**config.mk**
```make
export PLATFORM = sky130hd
export DESIGN_NAME = alu_instruction_encoder
export DESIGN_NICKNAME = d
export VERILOG_FILES = /design/src/rtl/alu_instruction_encoder.sv
export SDC_FILE = /design/constraint.sdc
export NUM_CORES = 1
export LEC_CHECK = 0
export BUFFER_PORTS_ARGS = -buffer_cell sky130_fd_sc_hd__buf_2
export CORE_MARGIN = 8
export CORE_UTILIZATION = 52
export CTS_CLUSTER_SIZE = 25
export DETAILED_ROUTE_END_ITERATION = 16
export PLACE_DENSITY = 0.75
export SKIP_LAST_GASP = 1
export SYNTH_ARGS = -nofsm -noshare
export SYNTH_HDL_FRONTEND = slang
export SYNTH_SLANG_ARGS = --single-unit
```
**constraint.sdc**
```tcl
create_clock -name clk -period 2.71 [get_ports clk]
set_input_delay 0.542 -clock clk [delete_from_list [all_inputs] [get_ports clk]]
set_output_delay 0.542 -clock clk [all_outputs]
set_load 0.03 [all_outputs]
```
**src/rtl/alu_instruction_encoder.sv**
```systemverilog
// Encodes ALU instruction fields into 32-bit words, rejects illegal field sets,
// and buffers legal words in a small valid/ready FIFO with running counters.
module alu_instruction_encoder #(
    parameter int DEPTH = 2,
    parameter int CNT_W = 16,
    parameter int ERR_W = 8
) (
    input  logic             clk,
    input  logic             rst_n,
    input  logic             in_valid,
    output logic             in_ready,
    input  logic [2:0]       in_alu_op,
    input  logic [1:0]       in_vec_perci,
    input  logic             in_alu_form,
    input  logic             in_const_c,
    input  logic [31:0]      in_constant,
    input  logic [3:0]       in_a,
    input  logic [3:0]       in_b,
    input  logic [3:0]       in_c,
    input  logic [3:0]       in_d,
    output logic             out_valid,
    input  logic             out_ready,
    output logic [31:0]      out_instruction,
    output logic             err_illegal,
    output logic [ERR_W-1:0] err_count,
    output logic [CNT_W-1:0] instr_count
);

    localparam int PTR_W = (DEPTH > 1) ? $clog2(DEPTH) : 1;
    localparam int FC_W  = $clog2(DEPTH + 1);
    localparam logic [FC_W-1:0] FULL = FC_W'(DEPTH);

    logic [31:0]      mem [DEPTH];
    logic [PTR_W-1:0] wr_ptr, rd_ptr;
    logic [FC_W-1:0]  fifo_count;
    logic [31:0]      last_word;
    logic [31:0]      word;
    logic             illegal, push, reject, pop;

    always_comb begin
        word = '0;
        word[28]    = in_const_c;
        word[27:25] = in_alu_op;
        word[24]    = in_alu_form;
        word[23:22] = in_vec_perci;
        word[15:12] = in_a;
        if (in_const_c) begin
            word[11:0] = in_constant[11:0];
        end else begin
            word[11:8] = in_b;
            word[7:4]  = in_c;
            word[3:0]  = in_d;
        end
    end

    assign illegal = (in_const_c & (in_alu_form | (|in_constant[31:12])))
                   | (in_vec_perci == 2'b11);

    // in_ready depends only on registered occupancy, never on out_ready.
    assign in_ready  = (fifo_count != FULL);
    assign out_valid = (fifo_count != '0);
    assign push      = in_valid & in_ready & ~illegal;
    assign reject    = in_valid & in_ready & illegal;
    assign pop       = out_valid & out_ready;

    // When empty, present the most recently popped word rather than stale storage.
    assign out_instruction = out_valid ? mem[rd_ptr] : last_word;

    // NOTE: the storage array carries no reset; validity is tracked by fifo_count alone.
    always_ff @(posedge clk) begin
        if (push) begin
            mem[wr_ptr] <= word;
        end
    end

    always_ff @(posedge clk or negedge rst_n) begin
        if (!rst_n) begin
            wr_ptr      <= '0;
            rd_ptr      <= '0;
            fifo_count  <= '0;
            last_word   <= '0;
            err_illegal <= 1'b0;
            err_count   <= '0;
            instr_count <= '0;
        end else begin
            err_illegal <= reject;
            if (push) begin
                wr_ptr      <= wr_ptr + PTR_W'(1);
                instr_count <= instr_count + CNT_W'(1);
            end
            if (pop) begin
                rd_ptr    <= rd_ptr + PTR_W'(1);
                last_word <= mem[rd_ptr];
            end
            if (push && !pop) begin
                fifo_count <= fifo_count + FC_W'(1);
            end else if (pop && !push) begin
                fifo_count <= fifo_count - FC_W'(1);
            end
            if (reject && (err_count != '1)) begin
                err_count <= err_count + ERR_W'(1);
            end
        end
    end

endmodule

```
==> flow_metrics.env <==
export IMPL_status="complete, no violations"
export IMPL_grt_max_degree=49
export IMPL_ys_flop_type="dfrtp_1"
export IMPL_arrival_ns=2.03
export IMPL_portBuffers=108
export IMPL_routabilityCongestion=0.739
export IMPL_critPathTopFamily="simple AND/OR/NAND/NOR gates"
export IMPL_ys_types=36
export IMPL_cts_tree="done"
export IMPL_avgSynthCellArea_um2=12.3
export IMPL_synth_most_common_cell="dfrtp_1"
export IMPL_maxSlewViolCount=0
export IMPL_worst_slew_pin_transition_ns=0.854
export IMPL_dieArea_um2=11400
export IMPL_synthTopCellsByCount="dfrtp_1, edfxtp_1, nand2_1, nor2_1, a21oi_1"
export IMPL_core_um2=8090
export IMPL_critPathBufInv=1
export IMPL_drive_above_1_share_pct=32.8
export IMPL_grt_pass1_vias=3196
export IMPL_fin_ws_ns=0.135
export IMPL_dr_pass1_iters=4
export IMPL_post_cts_buffers=0
export IMPL_timing_setup_tns_ns=0
export IMPL_period_share_pct=95.0
export IMPL_rsz0062_at_grt="false"
export IMPL_fmax_mhz=388
export IMPL_hold_buffers=0
export IMPL_cp_max_fo=48
export IMPL_grt_pass1_wl_um=15000
export IMPL_synth_fa_ha_area_share_pct=0.878
export IMPL_setup_viol=0
export IMPL_end_kind="primary output"
export IMPL_crit_type="flip-flop to primary output"
export IMPL_synthTopCellsByArea="edfxtp_1, dfrtp_1, mux2i_1"
export IMPL_area_growth_syn_to_layout_pct=19.4
export IMPL_crit_path_max_incr_delay_ns=0.70
export IMPL_period_needed_ns=2.58
export IMPL_slew_headroom_pct=43.1
export IMPL_hp_class="input port to async pin"
export IMPL_grt_use_total_pct=16.4
export IMPL_dpl_worst_slack_ns=0.356
export IMPL_reg2reg_to="fifo_count[1]"
export IMPL_drt_iter0_markers=90
export IMPL_fp_dieW_um=107
export IMPL_rrSetupSlack_ns=0.29
export IMPL_place_hpwl_um=6700
export IMPL_cts_resized=0
export IMPL_dpl_cell_count=549
export IMPL_h_tree_depth=3
export IMPL_maxCapViolCount=0
export IMPL_cp_cell_sequence="or2_2, nor2_1, a21oi_1, buf_2"
export IMPL_synth_top_family_by_area="simple AND/OR/NAND/NOR gates"
export IMPL_synth_edf_count=46
export IMPL_r2r_cells=6
export IMPL_synth_seq_cells=98
export IMPL_reg2reg_from="fifo_count[0]"
export IMPL_clk_pin_slew_ns=0.10
export IMPL_crit_required_ns=2.17
export IMPL_vdd_drop_max_mv=0.690
export IMPL_synth_top_cell_by_area="edfxtp_1"
export IMPL_detail_route_antenna_nets=0
export IMPL_layout_nets=517
export IMPL_synth_simple_area_share_pct=11.4
export IMPL_synth_compound_area_share_pct=6.76
export IMPL_wl_um=9170
export IMPL_synth_top_area_share_pct=32.3
export IMPL_io_pins=118
export IMPL_vias=2943
export IMPL_clock_latency_ns=0.35
export IMPL_vias_per_cell=5.21
export IMPL_p_leak_uw=0.00228
export IMPL_wire_per_inst_um=16.2
export IMPL_netlist_area_um2=4270
export IMPL_cp_slowest_cell="or2_2"
export IMPL_initial_core_util_pct=52.8
export IMPL_antenna_cells=0
export IMPL_die_h_um=107
export IMPL_synthCells=347
export IMPL_synth_xor_area_share_pct=5.33
export IMPL_startpoint="fifo_count[0]"
export IMPL_yosys_warnings=0
export IMPL_power_density_nw_per_um2=1070
export IMPL_postSynth_asyncResetShare_pct=53.1
export IMPL_cts_root_buf="clkbuf_8"
export IMPL_rows=33
export IMPL_cts_sinks=98
export IMPL_overflow=0
export IMPL_clockBufferDepth=2
export IMPL_hold_viol_final=0
export IMPL_critPathLaunchType="flip-flop"
export IMPL_ys_seq_area_share_pct=62.8
export IMPL_antenna_found_initial=0
export IMPL_fin_worst_skew_ns=0.00885
export IMPL_route_detailed_drc=0
export IMPL_cts_buffers_inserted=9
export IMPL_synth_area_mux_share_pct=9.17
export IMPL_fin_cells=565
[cell type report]
type,instances,area (um^2)
Fill cell,673,2990
Clock inverter,7,92.6
Tap cell,105,131
Sequential cell,98,2680
Multi-Input combinational cell,229,1470
Clock buffer,9,124
Inverter,1,3.75
Timing Repair Buffer,116,601
[worst max path at each step]
stage	endpoint	slack [ns]	depth (start not counted)
final	out_instruction[0]	0.13	4
after global placement	fifo_count[1]	0.47	6
after global routing	out_instruction[0]	0.01	4
after CTS	out_instruction[0]	0.13	4
after floorplan	mem[0][0]	0.32	5
after detailed placement	fifo_count[1]	0.36	6
[cell families (layout without fill, tap and decap cells)]
group / Yosys count / in the layout
AO/OA/AOI/OAI: 53 / 53
XOR/XNOR: 26 / 26
adder cells (fa/ha/maj): 3 / 3
buffers and inverters: 28 / 133
flip-flops: 98 / 98
multiplexers: 37 / 37
other: 1 / 9
AND/OR/NAND/NOR: 101 / 101
[power by group]
group / internal (uW) / switching, uW / total (uW) / leakage (uW)
logic: 723 / 1580 / 2300 / 0.00110
clock network: 518 / 495 / 1010 / 0.000103
registers: 1920 / 228 / 2140 / 0.00108
total: 3160 / 2300 / 5460 / 0.00228
[flip-flops by register name, summed over array words and instances, names as in the netlist]
name	flops
mem	46
last_word	23
instr_count	16
err_count	8
fifo_count	2
err_illegal	1
rd_ptr	1
wr_ptr	1
[metrics by stage]
stage	instance area, um^2	hold WS (ns)	utilization (%)	power, uW
finish	5100	0.100	63.1	5460
floorplan	4310	0.246	-	3830
global route	5100	0.107	63.1	5790
CTS	5100	0.0842	63.1	5520
global placement	4890	0.460	60.4	4430
detailed placement	4890	0.468	60.4	4500
[cells in the final DEF, fill, tap and decap left out, types with 4 or more instances in the layout]
cell | synthesis | routed
and2_1 | 4 | 4
a21oi_1 | 24 | 24
xor2_1 | 6 | 6
conb_1 | 1 | 9
nor2_1 | 27 | 27
nor4_1 | 4 | 4
mux2i_1 | 23 | 23
dfrtp_1 | 52 | 52
nand2_1 | 29 | 29
o21ai_0 | 23 | 23
edfxtp_1 | 46 | 46
mux2_2 | 13 | 13
buf_2 | 6 | 108
and3_1 | 9 | 9
nand4_1 | 11 | 11
xnor2_1 | 20 | 20
clkbuf_8 | 0 | 9
buf_4 | 11 | 8
nand3_1 | 9 | 9
[routing by layer]
metal | track usage, % | wire [um] | up-vias | part of all wire [%]
li1 | - | - | 1433 | -
met1 | 20.0 | 3940 | 1422 | 43
met2 | 28.1 | 4610 | 78 | 50
met3 | 3.30 | 516 | 10 | 5.6
met4 | 5.83 | 100 | 0 | 1.1
met5 | 0 | 0 | - | 0
(Power assumes the default switching activity.)
